`src/rtl/keypad_pkg.sv`:
```
// keypad_pkg: shared key codes, FSM states and keypad matrix mapping for keypad_entry.
package keypad_pkg;
  localparam int NUM_DIGITS = 8;
  typedef enum logic [3:0] {
    KEY_0, KEY_1, KEY_2, KEY_3, KEY_4, KEY_5, KEY_6, KEY_7, KEY_8, KEY_9,
    KEY_ENTER, KEY_BACK, KEY_CLEAR, KEY_STAR, KEY_HASH, KEY_D
  } key_t;
  typedef enum logic [1:0] {IDLE, CONV, DONE} state_t;
  function automatic key_t key_at(input logic [1:0] row, input logic [1:0] col);
    case ({row, col})
      4'h0: key_at = KEY_1;
      4'h1: key_at = KEY_2;
      4'h2: key_at = KEY_3;
      4'h3: key_at = KEY_ENTER;
      4'h4: key_at = KEY_4;
      4'h5: key_at = KEY_5;
      4'h6: key_at = KEY_6;
      4'h7: key_at = KEY_BACK;
      4'h8: key_at = KEY_7;
      4'h9: key_at = KEY_8;
      4'ha: key_at = KEY_9;
      4'hb: key_at = KEY_CLEAR;
      4'hc: key_at = KEY_STAR;
      4'hd: key_at = KEY_0;
      4'he: key_at = KEY_HASH;
      default: key_at = KEY_D;
    endcase
  endfunction
endpackage

```
`src/rtl/keypad_entry_if.sv`:
```
// keypad_entry_if: keypad matrix pins plus entry/conversion results; master is the keypad_entry side.
interface keypad_entry_if;
  logic [3:0] rows;
  logic [3:0] cols;
  logic [31:0] digits;
  logic [31:0] value;
  logic valid;
  logic busy;
  logic neg;
  modport master(input rows, output cols, digits, value, valid, busy, neg);
  modport slave(output rows, input cols, digits, value, valid, busy, neg);
endinterface

```
`src/rtl/keypad_scan.sv`:
```
// keypad_scan: one-cold column scan, per-frame key classification and press/release debounce.
module keypad_scan
  import keypad_pkg::*;
#(
  parameter int SCAN_DIV = 100000,
  parameter int DEBOUNCE_SCANS = 4
) (
  input  logic       clk,
  input  logic       rst_n,
  input  logic [3:0] rows,
  output logic [3:0] cols,
  output key_t       key,
  output logic       key_strobe
);
  localparam int DW = $clog2(SCAN_DIV);
  localparam int CW = $clog2(DEBOUNCE_SCANS + 1);
  logic [DW-1:0] div;
  logic [1:0] col;
  logic [3:0] rs0, rs1;
  logic [1:0] fr_cnt;
  key_t fr_key, prev_key, cur_key, frame_key;
  logic [CW-1:0] press_cnt, rel_cnt, pnext;
  logic prev_ok, locked;
  logic sample, last, single, none, match;
  logic [3:0] hit;
  logic [2:0] pc, tot;
  logic [1:0] hit_row;
  assign cols = ~(4'b0001 << col);
  assign key = frame_key;
  // rows pass a 2-flop synchronizer; sampling on the last cycle of a column hides its latency
  always_comb begin
    sample = div == DW'(SCAN_DIV - 1);
    last = sample && col == 2'd3;
    hit = ~rs1;
    pc = 3'(hit[0]) + 3'(hit[1]) + 3'(hit[2]) + 3'(hit[3]);
    hit_row = hit[0] ? 2'd0 : hit[1] ? 2'd1 : hit[2] ? 2'd2 : 2'd3;
    cur_key = key_at(hit_row, col);
    tot = 3'(fr_cnt) + pc;
    frame_key = fr_cnt != 2'd0 ? fr_key : cur_key;
    single = tot == 3'd1;
    none = tot == 3'd0;
    match = prev_ok && prev_key == frame_key;
    pnext = match ? press_cnt + 1'b1 : CW'(1);
    key_strobe = last && single && !locked && pnext == CW'(DEBOUNCE_SCANS);
  end
  always_ff @(posedge clk or negedge rst_n) begin
    if (!rst_n) begin
      div <= '0;
      col <= 2'd0;
      rs0 <= 4'hf;
      rs1 <= 4'hf;
      fr_cnt <= 2'd0;
      fr_key <= KEY_0;
      prev_key <= KEY_0;
      prev_ok <= 1'b0;
      locked <= 1'b0;
      press_cnt <= '0;
      rel_cnt <= '0;
    end else begin
      rs0 <= rows;
      rs1 <= rs0;
      div <= sample ? '0 : div + 1'b1;
      if (sample) begin
        col <= col + 2'd1;
        fr_cnt <= last ? 2'd0 : tot > 3'd1 ? 2'd2 : tot[1:0];
        fr_key <= frame_key;
      end
      if (last) begin
        press_cnt <= single && !locked && !key_strobe ? pnext : '0;
        prev_ok <= single && !locked && !key_strobe;
        prev_key <= frame_key;
        if (key_strobe) locked <= 1'b1;
        else if (locked && none && rel_cnt == CW'(DEBOUNCE_SCANS - 1)) locked <= 1'b0;
        rel_cnt <= locked && none && rel_cnt != CW'(DEBOUNCE_SCANS - 1) ? rel_cnt + 1'b1 : '0;
      end
    end
  end
endmodule

```
`src/rtl/keypad_entry.sv`:
```
// keypad_entry: keypad to 8-digit BCD entry buffer with sequential BCD-to-binary conversion on ENTER (sign option: KEYPAD_ENTRY_SIGN_EN).
module keypad_entry
  import keypad_pkg::*;
#(
  parameter int SCAN_DIV = 100000,
  parameter int DEBOUNCE_SCANS = 4
) (
  input logic clk,
  input logic rst_n,
  keypad_entry_if.master bus
);
  key_t key;
  logic key_strobe, take, neg;
  state_t state, nstate;
  logic [31:0] digits, value, acc, acc_next;
  logic [2:0] idx;
  logic [3:0] count;
  keypad_scan #(.SCAN_DIV(SCAN_DIV), .DEBOUNCE_SCANS(DEBOUNCE_SCANS)) u_scan (
    .clk(clk),
    .rst_n(rst_n),
    .rows(bus.rows),
    .cols(bus.cols),
    .key(key),
    .key_strobe(key_strobe)
  );
  always_comb begin
    take = state == IDLE && key_strobe;
    acc_next = (acc << 3) + (acc << 1) + 32'(digits[{idx, 2'b00} +: 4]);
    nstate = take && key == KEY_ENTER ? CONV
           : state == CONV && idx == 3'd0 ? DONE
           : state == DONE ? IDLE : state;
  end
  always_ff @(posedge clk or negedge rst_n) begin
    if (!rst_n) state <= IDLE;
    else state <= nstate;
  end
  // value is loaded with the final digit so it is visible together with valid in DONE
  always_ff @(posedge clk or negedge rst_n) begin
    if (!rst_n) begin
      digits <= '0;
      value <= '0;
      acc <= '0;
      idx <= 3'd0;
      count <= 4'd0;
    end else if (take) begin
      if (key < KEY_ENTER && count < 4'(NUM_DIGITS)) begin
        digits <= {digits[27:0], 4'(key)};
        count <= count + 4'd1;
      end
      if (key == KEY_BACK) begin
        digits <= digits >> 4;
        if (count != 4'd0) count <= count - 4'd1;
      end
      if (key == KEY_CLEAR) begin
        digits <= '0;
        count <= 4'd0;
      end
      if (key == KEY_ENTER) begin
        acc <= '0;
        idx <= 3'd7;
      end
    end else if (state == CONV) begin
      acc <= acc_next;
      idx <= idx - 3'd1;
      if (idx == 3'd0) value <= neg ? -acc_next : acc_next;
    end else if (state == DONE) begin
      digits <= '0;
      count <= 4'd0;
    end
  end
`ifdef KEYPAD_ENTRY_SIGN_EN
  always_ff @(posedge clk or negedge rst_n) begin
    if (!rst_n) neg <= 1'b0;
    else if (take && key == KEY_STAR) neg <= ~neg;
    else if ((take && key == KEY_CLEAR) || state == DONE) neg <= 1'b0;
  end
`else
  assign neg = 1'b0;
`endif
  assign bus.digits = digits;
  assign bus.value = value;
  assign bus.valid = state == DONE;
  assign bus.busy = state == CONV;
  assign bus.neg = neg;
endmodule

```
`src/flat_wrapper.sv`:
```
// flat-port wrapper written by rule: the top's interface ports become plain ports
module keypad_entry_flat import keypad_pkg::*;
#(
  parameter int SCAN_DIV = 100000,
  parameter int DEBOUNCE_SCANS = 4
)
  (clk, rst_n, bus_rows, bus_cols, bus_digits, bus_value, bus_valid, bus_busy, bus_neg);
  keypad_entry_if bus_i ();
  input logic clk;
  input logic rst_n;
  input wire logic [$bits(bus_i.rows)-1:0] bus_rows;
  output wire logic [$bits(bus_i.cols)-1:0] bus_cols;
  output wire logic [$bits(bus_i.digits)-1:0] bus_digits;
  output wire logic [$bits(bus_i.value)-1:0] bus_value;
  output wire logic [$bits(bus_i.valid)-1:0] bus_valid;
  output wire logic [$bits(bus_i.busy)-1:0] bus_busy;
  output wire logic [$bits(bus_i.neg)-1:0] bus_neg;
  assign bus_i.rows = bus_rows;
  assign bus_cols = bus_i.cols;
  assign bus_digits = bus_i.digits;
  assign bus_value = bus_i.value;
  assign bus_valid = bus_i.valid;
  assign bus_busy = bus_i.busy;
  assign bus_neg = bus_i.neg;
  keypad_entry #(.SCAN_DIV(SCAN_DIV), .DEBOUNCE_SCANS(DEBOUNCE_SCANS)) u_core (.clk(clk), .rst_n(rst_n), .bus(bus_i));
endmodule
```
`config.mk`:
```
export PLATFORM = sky130hd
export DESIGN_NAME = keypad_entry_flat
export DESIGN_NICKNAME = d
export VERILOG_FILES = /design/src/rtl/keypad_pkg.sv /design/src/rtl/keypad_entry_if.sv /design/src/rtl/keypad_scan.sv /design/src/rtl/keypad_entry.sv /design/src/flat_wrapper.sv
export SDC_FILE = /design/constraint.sdc
export NUM_CORES = 1
export LEC_CHECK = 0
export CELL_PAD_IN_SITES_DETAIL_PLACEMENT = 1
export CELL_PAD_IN_SITES_GLOBAL_PLACEMENT = 1
export CORE_MARGIN = 1
export CORE_UTILIZATION = 23
export DETAILED_ROUTE_END_ITERATION = 8
export GPL_ROUTABILITY_DRIVEN = 0
export PLACE_DENSITY = 0.47
export RECOVER_POWER = 25
export SYNTH_ARGS = -nofsm -noshare
export SYNTH_HDL_FRONTEND = slang
export SYNTH_SLANG_ARGS = --single-unit
```
`constraint.sdc`:
```
create_clock -name clk -period 4.01 [get_ports clk]
set_input_delay 0.802 -clock clk [delete_from_list [all_inputs] [get_ports clk]]
set_output_delay 0.802 -clock clk [all_outputs]
set_load 0.005 [all_outputs]
```
# Word level (Yosys, flattened, before mapping)

Memory sizes are Yosys's and may differ from the RTL's.
Cells that the tools add are included.

Mux-type cells: 34
Equality and inequality tests: 15
Shift-type cells: 2
Bitwise gates (word level): 3
Reductions and logical operators: 30
Add/subtract/negate cells: 13
Magnitude comparators: 3

Operators with widths:

| kind                                           | count |
|---|---|
| two-way mux 32 bit                             | 6 |
| two-way mux 31 bit                             | 3 |
| adder 32 bit                                   | 1 |
| adder 32 x 4 -> 32 bit                         | 1 |
| two-way mux 4 bit                              | 8 |
| indexed part select 32 x 6 -> 4 bit            | 1 |
| two-way mux 3 bit                              | 6 |
| adder 17 x 1 -> 17 bit (second input constant) | 1 |
| equality test 17 bit (second input constant)   | 1 |
| two-way mux 17 bit                             | 1 |
| logical AND 1 bit                              | 14 |
| two-way mux 2 bit                              | 7 |
| equality test 4 bit (second input constant)    | 3 |
| < comparator 4 bit (second input constant)     | 2 |
| NOT 4 bit                                      | 2 |
| nonzero test 2 bit                             | 4 |
| adder 3 x 1 -> 3 bit (second input constant)   | 2 |
| zero test 3 bit                                | 2 |
| AND reduction 2 bit                            | 3 |
| AND reduction 3 bit                            | 2 |
| adder 4 x 1 -> 4 bit (second input constant)   | 1 |
| equality test 2 bit (second input constant)    | 2 |
| equality test 4 bit                            | 1 |
| != test 4 bit (second input constant)          | 1 |
| other kinds (22)                               | 25 |

Bits of input ports: 6
Output and inout bits: 71
Logic and storage cells: 118
ROM bits: 64
Memories kept: 1
Flip-flop bits (word level): 149

Memories:

| name             | depth | bits a word | rd ports | clocked after memory_dff | wr ports | line             | source |
|---|---|---|---|---|---|---|---|
| (name not given) | 16    | 4           | 1        | 0                        | 0        | keypad_pkg.sv:10 | `case ({row, col})` |

# Logic depth before layout (Yosys ltp)

Gate-level depths: netlist (run 1).
An unclocked memory read counts as a cell.

Depth after elaboration: 14
Gate-level depth with buffers: 15

# Hierarchy

A second synthesis (run 1) with hierarchy kept.

Cells, all modules: 945
Area, all modules: 8939.8 um^2

By module, submodules not included:

| module       | cells an instance | times used | area each (um^2) | sequential area each (um^2) |
|---|---|---|---|---|
| keypad_entry | 697               | 1          | 6525.0           | 2602.5 |
| keypad_scan  | 248               | 1          | 2414.8           | 1136.1 |

# Worst setup path before layout (run 1)

Ideal clock, no wire load.

Path type: reg2reg
Start: register u_core.idx[0]
End: register u_core.value[28] (netlist: u_core.bus.value[28])
Data arrival time: 4.071 ns
Path slack: -0.186 ns
Stages on the path, launching flop included: 16
Data required time: 3.885 ns
Buffers on the path: 1
Path through: dfrtp_1 -> buf_1 -> mux4_2 -> mux2_2 -> ha_1 -> ha_1 -> inv_1 -> fa_1 -> nor2b_1 -> o31a_1 -> o31a_1 -> a21oi_1 -> a211o_1 -> o21ai_0 -> xor2_1 -> mux2_2

Word-level cells in the longest chain between the ends: 2

Ends and longest elaborated chain:

| item                                                                   | line                                   | source |
|---|---|---|
| start: declaration                                                     | keypad_entry.sv:16                     | `logic [2:0] idx;` |
| start signal: assignment                                               | keypad_entry.sv:64                     | `idx <= idx - 3'd1;` |
| indexed part select 32 x 6 -> 4 bit or zero test 3 bit (tied branches) | keypad_entry.sv:28, keypad_entry.sv:65 |  |
| adder 32 x 4 -> 32 bit or AND reduction 3 bit (tied branches)          | -                                      |  |
| end signal: assignment                                                 | keypad_entry.sv:65                     | `if (idx == 3'd0) value <= neg ? -acc_next : acc_next;` |
| end: declaration                                                       | keypad_entry.sv:15                     | `logic [31:0] digits, value, acc, acc_next;` |

Parallel ways exist; a longest one is shown, timed or not.
A chain may end at the register's enable or synchronous reset.

# Final worst setup path (run 1)

Start: register u_core.idx[0]
End: register u_core.value[14] (netlist: u_core.bus.value[14])

The elaborated chain is that of the path after synthesis.

==> results of run 1 <==
## Yosys cell counts (all sizes together) (11+ instances only)
master,count
inv,34
a21oi,38
xnor2,28
dfrtp,141
nand3,14
o2bb2ai,22
xor2,18
mux2,28
a22o,28
nor2,39
clkbuf,29
nand2,104
and3,11
nand4,13
mux2i,26
ha,72
o21ai,44
## cell type report
class,instances,share of cell area (%)
multi-input combinational,624,44.2
sequential,149,32.4
timing repair buffer,152,12.0
tap,511,5.55
clock buffer,24,4.00
inverter,34,1.11
clock inverter,8,0.705
## timing repair
item                       4_1_cts  5_1_grt
setup endpoints to repair       24       44
setup buffers                    0       10
gates cloned                     0        1
pin swaps                        1       17
resized for setup                8       34
## state kept, by name (all words and copies together), names as in the netlist, 17 cells and up
register           count
u_core.bus.digits     32
u_core.acc            31
u_core.u_scan.div     17
u_core.bus.value      32
## critical path, delay by kind of cell (launching register included)
kind                     cells  cell delay, ns
AO/OA/AOI/OAI                3            0.77
XOR/XNOR                     1            0.11
adder cells (fa/ha/maj)      3            0.59
buffers and inverters        3            0.32
flip-flops                   1            0.42
multiplexers                 3            1.07
AND/OR/NAND/NOR              3            0.49
## layer usage
metal | up-vias | global-route usage [%] | routed length, um
met5 | - | 0 | 0
met4 | 0 | 3.22 | 195
met3 | 7 | 2.67 | 557
met2 | 60 | 22.8 | 12700
met1 | 3591 | 18.6 | 12800
li1 | 3356 | - | -
## cell families (layout without fill, tap and decap cells)
logic type / count (synthesis) / after routing / share of synthesized area [%]
AND/OR/NAND/NOR: 235 / 235 / 13.0
flip-flops: 149 / 149 / 41.7
other: 1 / 1 / 0.0418
XOR/XNOR: 46 / 46 / 4.50
adder cells (fa/ha/maj): 77 / 77 / 11.2
multiplexers: 62 / 62 / 8.43
buffers and inverters: 71 / 218 / 3.32
AO/OA/AOI/OAI: 203 / 203 / 17.8
## worst paths after layout
kind                       cells after the start                    to                  from  slack [ns]
max                                           16  u_core.bus.value[14]         u_core.idx[0]        0.12
min                                            0  u_core.u_scan.rs1[2]  u_core.u_scan.rs0[2]        0.36
max reg2reg                                   16  u_core.bus.value[14]         u_core.idx[0]        0.12
min reg2reg                                    0  u_core.u_scan.rs1[2]  u_core.u_scan.rs0[2]        0.36
max in group asynchronous                      2         u_core.idx[0]                 rst_n        0.86
min in group asynchronous                      1  u_core.bus.value[16]                 rst_n        0.80
## per-stage QoR
| step | utilization [%] | hold WS, ns |
|---|---|---|
| 2_1_floorplan | - | 0.345 |
| 3_3_place_gp | 28.2 | 0.346 |
| 3_5_place_dp | 28.2 | 0.347 |
| 4_1_cts | 29.7 | 0.357 |
| 5_1_grt | 30.3 | 0.363 |
| 6_report | 30.3 | 0.356 |
## where the power goes
group	total, mW	switching, mW	internal (mW)
clock	1.55	0.680	0.871
combinational	0.0965	0.0641	0.0324
sequential	1.51	0.00332	1.51
total	3.16	0.748	2.41
==> results.sh, run 1 <==
export IMPL_status="finished, violations left"
export IMPL_violations="capacitance limit, slew limit"
export IMPL_slowest_delay_ns=0.49
export IMPL_start_util_pct=23.6
export IMPL_setup_viol=0
export IMPL_maxCapViolCount=1
export IMPL_ctsHoldBuffers=0
export IMPL_path_clk_slew_ns=0.06
export IMPL_finalPower_mw=3.16
export IMPL_grt_pass1_vias=7464
export IMPL_clock_sinks=149
export IMPL_slew_headroom_pct=-19.1
export IMPL_power_density_nw_per_um2=274
export IMPL_htreeDepth=4
export IMPL_overflow=0
export IMPL_slew_viol_final=65
export IMPL_vias=7014
export IMPL_die_width_um=199
export IMPL_hold_viol_final=0
export IMPL_grt_pass1_wl_um=42500
export IMPL_root_buffer="clkbuf_16"
export IMPL_fin_ws_ns=0.119
export IMPL_regArea_um2=3740
export IMPL_io_pins=77
export IMPL_min_path_type="flop to flop"
export IMPL_tns_ns=0
export IMPL_grtUsageTotal_pct=13.8
export IMPL_syn_nets=927
export IMPL_drt_vias_per_instance=4.67
export IMPL_vdd_drop_max_mv=0.302
export IMPL_synth_seq_cells=149
export IMPL_layout_common_cells="140 x dfrtp_1, 104 x nand2_1, 70 x ha_1, 70 x clkdlybuf4s50_1, 70 x buf_4"
export IMPL_cts_path_max_buffers=2
export IMPL_final_nets=1061
export IMPL_crit_fanout=5
export IMPL_period_minus_slack_ns=3.89
export IMPL_drc=0
export IMPL_layout_drive_gt1_share_pct=21.4
export IMPL_synth_seq_area_share_pct=41.7
export IMPL_area_delta_synth_final_pct=28.7
export IMPL_cp_cell_sequence="buf_6 > buf_4 > mux4_2 > mux2_2 > ha_1 > ha_2 > inv_1 > fa_2 > nor2b_2 > o31a_1 > o31a_1 > or2_2 > o21a_1 > nor2_1 > xnor2_1 > mux2_2"
export IMPL_timing_clock_skew_ns=0.0122
export IMPL_clk_latency_ns=0.44
export IMPL_antenna_found_initial=0
export IMPL_end_kind="flop"
export IMPL_cp_required_ns=4.33
export IMPL_cts_tree="built"
export IMPL_hpwl_um=19000
export IMPL_fin_crit_sh_pct=97.0
export IMPL_place_area_um2=10700
export IMPL_netlist_area_um2=8960
export IMPL_synthTopCellsByArea="dfrtp_1 39%, ha_1 10%, nand2_1 4.4%, o2bb2ai_2 3.4%, mux2i_1 2.9%"
export IMPL_rsz0062_at_grt="true"
export IMPL_cts_buffers=17
export IMPL_row_count=71
export IMPL_num_antenna_cells=0
export IMPL_criticalPathCategory="flop to flop"
export IMPL_worst_pin_slew_ns=1.79
export IMPL_routedWlPerCell_um=17.5
export IMPL_wirelength_um=26300
export IMPL_multi_input_area_um2=5090
export IMPL_crit_arrival_ns=4.21
export IMPL_yosysTopAreaCell="dfrtp_1"
export IMPL_drt_pass1_iterations=4
export IMPL_ys_async_sr_fraction_pct=100
export IMPL_synthFlopType="dfrtp_1"
export IMPL_place_inst=1459
export IMPL_yosys_warnings=0
export IMPL_fillers=4341
export IMPL_netlist_instances=844
export IMPL_slowest_stage="mux4_2"
export IMPL_cp_start_kind="flop"
export IMPL_design_area_um2=11500
export IMPL_p_leak_nw=5.19
export IMPL_drt_iter0_markers=169
export IMPL_ys_types=77
export IMPL_final_common_cell="dfrtp_1"
export IMPL_die_area_um2=39800
export IMPL_port_buffers=75
export IMPL_yosys_area_top_type_share_pct=39.4
export IMPL_synth_edf_count=0
export IMPL_fp_dieH_um=199
export IMPL_timing_fmax_ghz=0.257
export IMPL_grt_max_degree=65
export IMPL_antenna_left=0
export IMPL_stdcell_count=1502
export IMPL_synth_area_per_cell_um2=10.6
export IMPL_core_um2=38000
export IMPL_post_place_ws_ns=-0.170
No activity file was read; power rests on OpenSTA's default activity.
==> run 2, diff against run 1 <==
- CTS_CLUSTER_SIZE: default -> 14
- DONT_BUFFER_PORTS: default -> 1
- PLACE_DENSITY: 0.47 -> 0.42
- clock period: 4.01 -> 4.9 ns (I/O delays scaled with it)
==> run 2 against run 1 <==
  * The flow now finishes without violations
  * Clock skew is essentially flat
  * Non-clock buffer count shrank 134
  * Critical path depth decreased by 4
  * Via count decreased by 8.1%
  * First-iteration DRC count grew 15%
  * Sequential power is 18% lower
  * Final cell count shrank 8.9%
  * Sequential share of layout area up 4.2 points
  * Critical path type unchanged
==> results.sh, run 2 (synthesized netlist as in run 1, its figures left out) <==
export IMPL_start_util_pct=23.6
export IMPL_drt_pass1_iterations=4
export IMPL_p_leak_nw=4.62
export IMPL_tns_ns=0
export IMPL_vdd_drop_max_mv=0.245
export IMPL_worst_pin_slew_ns=0.892
export IMPL_die_width_um=199
export IMPL_core_um2=38000
export IMPL_ctsResizeCount=0
export IMPL_drt_vias_per_instance=4.71
export IMPL_fp_dieH_um=199
export IMPL_row_count=71
export IMPL_crit_fanout=32
export IMPL_ctsHoldBuffers=0
export IMPL_slowest_delay_ns=0.54
export IMPL_min_path_type="input port to async pin"
export IMPL_rsz0062_at_grt="false"
export IMPL_timing_fmax_ghz=0.229
export IMPL_cts_tree="built"
export IMPL_clk_latency_ns=0.44
export IMPL_crit_family="adder cells"
export IMPL_setup_viol=0
export IMPL_layout_common_cells="141 x dfrtp_1, 104 x nand2_1, 72 x ha_1"
export IMPL_met2_usage_pct=22.3
export IMPL_gr_usage_met3_pct=3.63
export IMPL_layout_drive_gt1_share_pct=14.9
export IMPL_worst_path_buf_inv=2
export IMPL_path_clk_slew_ns=0.07
export IMPL_cp_cell_sequence="fa_1 > inv_1 > fa_1 > fa_1 > nor4b_1 > and4_1 > o2111a_1 > nand3_1 > a21oi_2 > o31ai_4 > buf_12 > mux2_1"
export IMPL_num_antenna_cells=0
export IMPL_grt_pass1_wl_um=41500
export IMPL_grt_busiest_layer="met2"
export IMPL_grt_max_degree=150
export IMPL_cts_path_max_buffers=2
export IMPL_grtUsageTotal_pct=13.7
export IMPL_area_delta_synth_final_pct=14.0
export IMPL_status="complete, no violations"
export IMPL_slew_viol_final=0
export IMPL_vias=6443
export IMPL_htreeDepth=4
export IMPL_hold_viol_final=0
export IMPL_fin_crit_sh_pct=89.0
export IMPL_routedWlPerCell_um=18.7
export IMPL_grt_pass1_vias=6978
export IMPL_criticalPathCategory="flop to flop"
export IMPL_power_density_nw_per_um2=264
export IMPL_antenna_found_initial=1
export IMPL_io_pins=77
export IMPL_cts_buffers=17
export IMPL_final_nets=927
export IMPL_hpwl_um=17900
export IMPL_crit_arrival_ns=4.68
export IMPL_fin_hold_ws_ns=0.253
export IMPL_cp_start_kind="flop"
export IMPL_slew_headroom_pct=40.5
export IMPL_path_common_cell="fa_1"
export IMPL_top_regs="u_core.bus.digits (32), u_core.bus.value (32), u_core.acc (31)"
export IMPL_timing_clock_skew_ns=0.0123
export IMPL_grtUsageMet1_pct=18.0
export IMPL_wirelength_um=25500
export IMPL_maxCapViolCount=0
export IMPL_overflow=0
export IMPL_port_buffers=0
export IMPL_root_buffer="clkbuf_16"
export IMPL_clock_sinks=149
export IMPL_antenna_left=0
export IMPL_period_minus_slack_ns=4.36
export IMPL_drt_iter0_markers=195
export IMPL_end_kind="flop"
export IMPL_finalPower_mw=2.69
export IMPL_die_area_um2=39800
export IMPL_final_common_cell="dfrtp_1"
export IMPL_slowest_stage="fa_1"
export IMPL_cp_required_ns=5.22
export IMPL_drc=0
export IMPL_postCtsSetupBuffers=0
run 2: cell count changes in the layout (fill, tap and decap cells not counted), moves of 5 or more:
cell / before / now
buf_4: 70 / 17
clkdlybuf4s50_1: 70 / 0
mux2_1: 0 / 6
mux2_2: 17 / 22
mux2_4: 11 / 0
run 2: layout make-up:
| type | count | area (um2) |
|---|---|---|
| well taps | 511 | 639 |
| fillers | 4343 | 27800 |
| flip-flops and latches | 149 | 3740 |
| multi-input cells | 624 | 4940 |
| inverters | 34 | 128 |
| clock buffers | 22 | 474 |
| clock inverters | 10 | 145 |
| repair buffers | 18 | 148 |
run 2: worst paths after layout:
path	from	slack, ns	end	cells past startpoint
worst max-delay path	u_core.u_scan.rs1[0]	0.54	u_core.bus.digits[30]	12
worst min-delay path	rst_n	0.25	u_core.bus.value[14]	0
worst max register to register	u_core.u_scan.rs1[0]	0.54	u_core.bus.digits[30]	12
worst min register to register	u_core.u_scan.rs0[2]	0.36	u_core.u_scan.rs1[2]	0
max in group asynchronous	rst_n	4.06	u_core.u_scan.div[12]	0
min in group clk	u_core.u_scan.rs0[2]	0.36	u_core.u_scan.rs1[2]	0
run 2: metrics by stage:
stage                     worst slack (ns)  std cells  utilization [%]  area (um2)
after detailed placement             0.333       1336             25.2        9590
after global routing                 0.110       1368             26.9       10200
after global placement               0.436       1336             25.2        9590
after floorplan                      0.704        844                -        8960
final                                0.541       1368             26.9       10200
after CTS                            0.286       1368             26.8       10200
run 2: power breakdown:
part,total (mW),internal [mW],switching [mW]
logic,0.0375,0.0145,0.0230
registers,1.24,1.24,0.00409
clock network,1.42,0.846,0.569
run 2: per-layer routing:
| layer | part of all wire [%] | routed length [um] |
|---|---|---|
| met5 | 0 | 0 |
| met4 | 0.84 | 215 |
| met3 | 3.9 | 993 |
| met2 | 48 | 12200 |
| met1 | 47 | 12100 |
==> run 3, diff against run 2 <==
- CELL_PAD_IN_SITES_DETAIL_PLACEMENT: 1 -> 0
==> run 3 against run 2 <==
  * Global-route usage fell by 0.51 points
  * Hold slack got worse by 0.0025 ns
  * Power is 1.1% lower
  * Largest power group unchanged
  * Design area shrank 0.29%
  * Fmax is 4.3% lower
  * Highest routed layer unchanged
==> results.sh, run 3 (synthesized netlist as in run 1, its figures left out) <==
export IMPL_grt_max_degree=150
export IMPL_status="complete, no violations"
export IMPL_cp_required_ns=5.23
export IMPL_regArea_um2=3740
export IMPL_timing_fmax_ghz=0.220
export IMPL_fillers=4106
export IMPL_fp_dieH_um=199
export IMPL_top_regs="u_core.bus.digits (32), u_core.bus.value (32), u_core.acc (31)"
export IMPL_hpwl_um=17300
export IMPL_hold_viol_final=0
export IMPL_cp_start_kind="flop"
export IMPL_fin_crit_sh_pct=92.9
export IMPL_start_util_pct=23.6
export IMPL_core_um2=38000
export IMPL_die_width_um=199
export IMPL_criticalPathCategory="flop to flop"
export IMPL_vdd_drop_max_mv=0.233
export IMPL_post_place_ws_ns=0.341
export IMPL_clock_sinks=149
export IMPL_drt_iter0_markers=261
export IMPL_crit_fanout=7
export IMPL_area_delta_synth_final_pct=13.6
export IMPL_ctsResizeCount=0
export IMPL_design_area_um2=10200
export IMPL_antenna_left=0
export IMPL_maxCapViolCount=0
export IMPL_fin_hold_ws_ns=0.251
export IMPL_vias=6366
export IMPL_power_density_nw_per_um2=262
export IMPL_root_buffer="clkbuf_16"
export IMPL_ctsHoldBuffers=0
export IMPL_die_area_um2=39800
export IMPL_slew_headroom_pct=41.1
export IMPL_final_nets=927
export IMPL_port_buffers=0
export IMPL_row_count=71
export IMPL_wirelength_um=24800
export IMPL_finalPower_mw=2.66
export IMPL_worst_pin_slew_ns=0.883
export IMPL_path_clk_slew_ns=0.07
export IMPL_crit_arrival_ns=4.88
export IMPL_cts_buffers=17
export IMPL_place_inst=1336
export IMPL_cts_tree="built"
export IMPL_drt_vias_per_instance=4.66
export IMPL_final_common_cell="dfrtp_1"
export IMPL_tns_ns=0
export IMPL_grt_pass1_wl_um=39800
export IMPL_setup_viol=0
export IMPL_layout_common_cells="141 x dfrtp_1, 104 x nand2_1, 72 x ha_1"
export IMPL_overflow=0
export IMPL_num_antenna_cells=0
export IMPL_grtUsageTotal_pct=13.2
export IMPL_clk_latency_ns=0.45
export IMPL_grt_pass1_vias=6632
export IMPL_end_kind="flop"
export IMPL_p_leak_nw=4.60
export IMPL_slew_viol_final=0
export IMPL_fin_ws_ns=0.346
export IMPL_routedWlPerCell_um=18.2
export IMPL_htreeDepth=4
export IMPL_place_area_um2=9590
export IMPL_period_minus_slack_ns=4.55
export IMPL_postCtsSetupBuffers=0
export IMPL_r2r_slack_ns=0.35
export IMPL_rsz0062_at_grt="false"
export IMPL_drt_pass1_iterations=4
export IMPL_cts_path_max_buffers=2
export IMPL_io_pins=77
export IMPL_fin_util_pct=26.8
export IMPL_antenna_found_initial=0
export IMPL_timing_clock_skew_ns=0.0152
export IMPL_multi_input_area_um2=4930
export IMPL_stdcell_count=1367
export IMPL_drc=0
export IMPL_layout_drive_gt1_share_pct=14.7
export IMPL_min_path_type="input port to async pin"
## run 3: routing by layer
layer  global-route usage [%]  routed length [um]  share of wire (%)  vias up
met5                        0                   0                  0        -
met1                     17.4               11700                 47     3176
met4                     3.22                 181               0.73        0
met2                     21.4               11800                 48       78
li1                         -                   -                  -     3103
met3                     3.58                1050                4.2        9
## run 3: final timing paths
check / start / to / depth (start not counted)
setup reg to reg: u_core.idx[0] / u_core.bus.value[29] / 13
hold / removal: rst_n / u_core.bus.value[14] / 0
max in group asynchronous: rst_n / u_core.bus.digits[18] / 0
min in group clk: u_core.u_scan.rs0[2] / u_core.u_scan.rs1[2] / 0
setup / recovery: u_core.idx[0] / u_core.bus.value[29] / 13
hold reg to reg: u_core.u_scan.rs0[2] / u_core.u_scan.rs1[2] / 0
## run 3: area by class of cell
| class | instances | share of cell area (%) |
|---|---|---|
| multi-input cells | 624 | 48.4 |
| flip-flops and latches | 149 | 36.7 |
| well taps | 511 | 6.28 |
| clock buffers | 20 | 4.39 |
| clock inverters | 11 | 1.47 |
| repair buffers | 18 | 1.45 |
| inverters | 34 | 1.25 |
## run 3: power by group
part           internal [mW]  total [mW]  leakage (nW)  switching (mW)
Clock                  0.816        1.39         0.287           0.571
Sequential              1.24        1.24          2.04         0.00394
Combinational         0.0145      0.0376          2.27          0.0230
## run 3: critical path: stages, from the launching register on
cell and delay [ns]:
dfrtp_1 0.62, mux4_2 0.57, mux2i_1 0.24, fa_1 0.50, inv_1 0.08, ha_1 0.24
a211oi_1 0.30, o211ai_1 0.22, nand3_1 0.16, a211oi_1 0.11, o41ai_1 0.68, o21ai_0 0.23
xor2_1 0.19, mux2_2 0.27
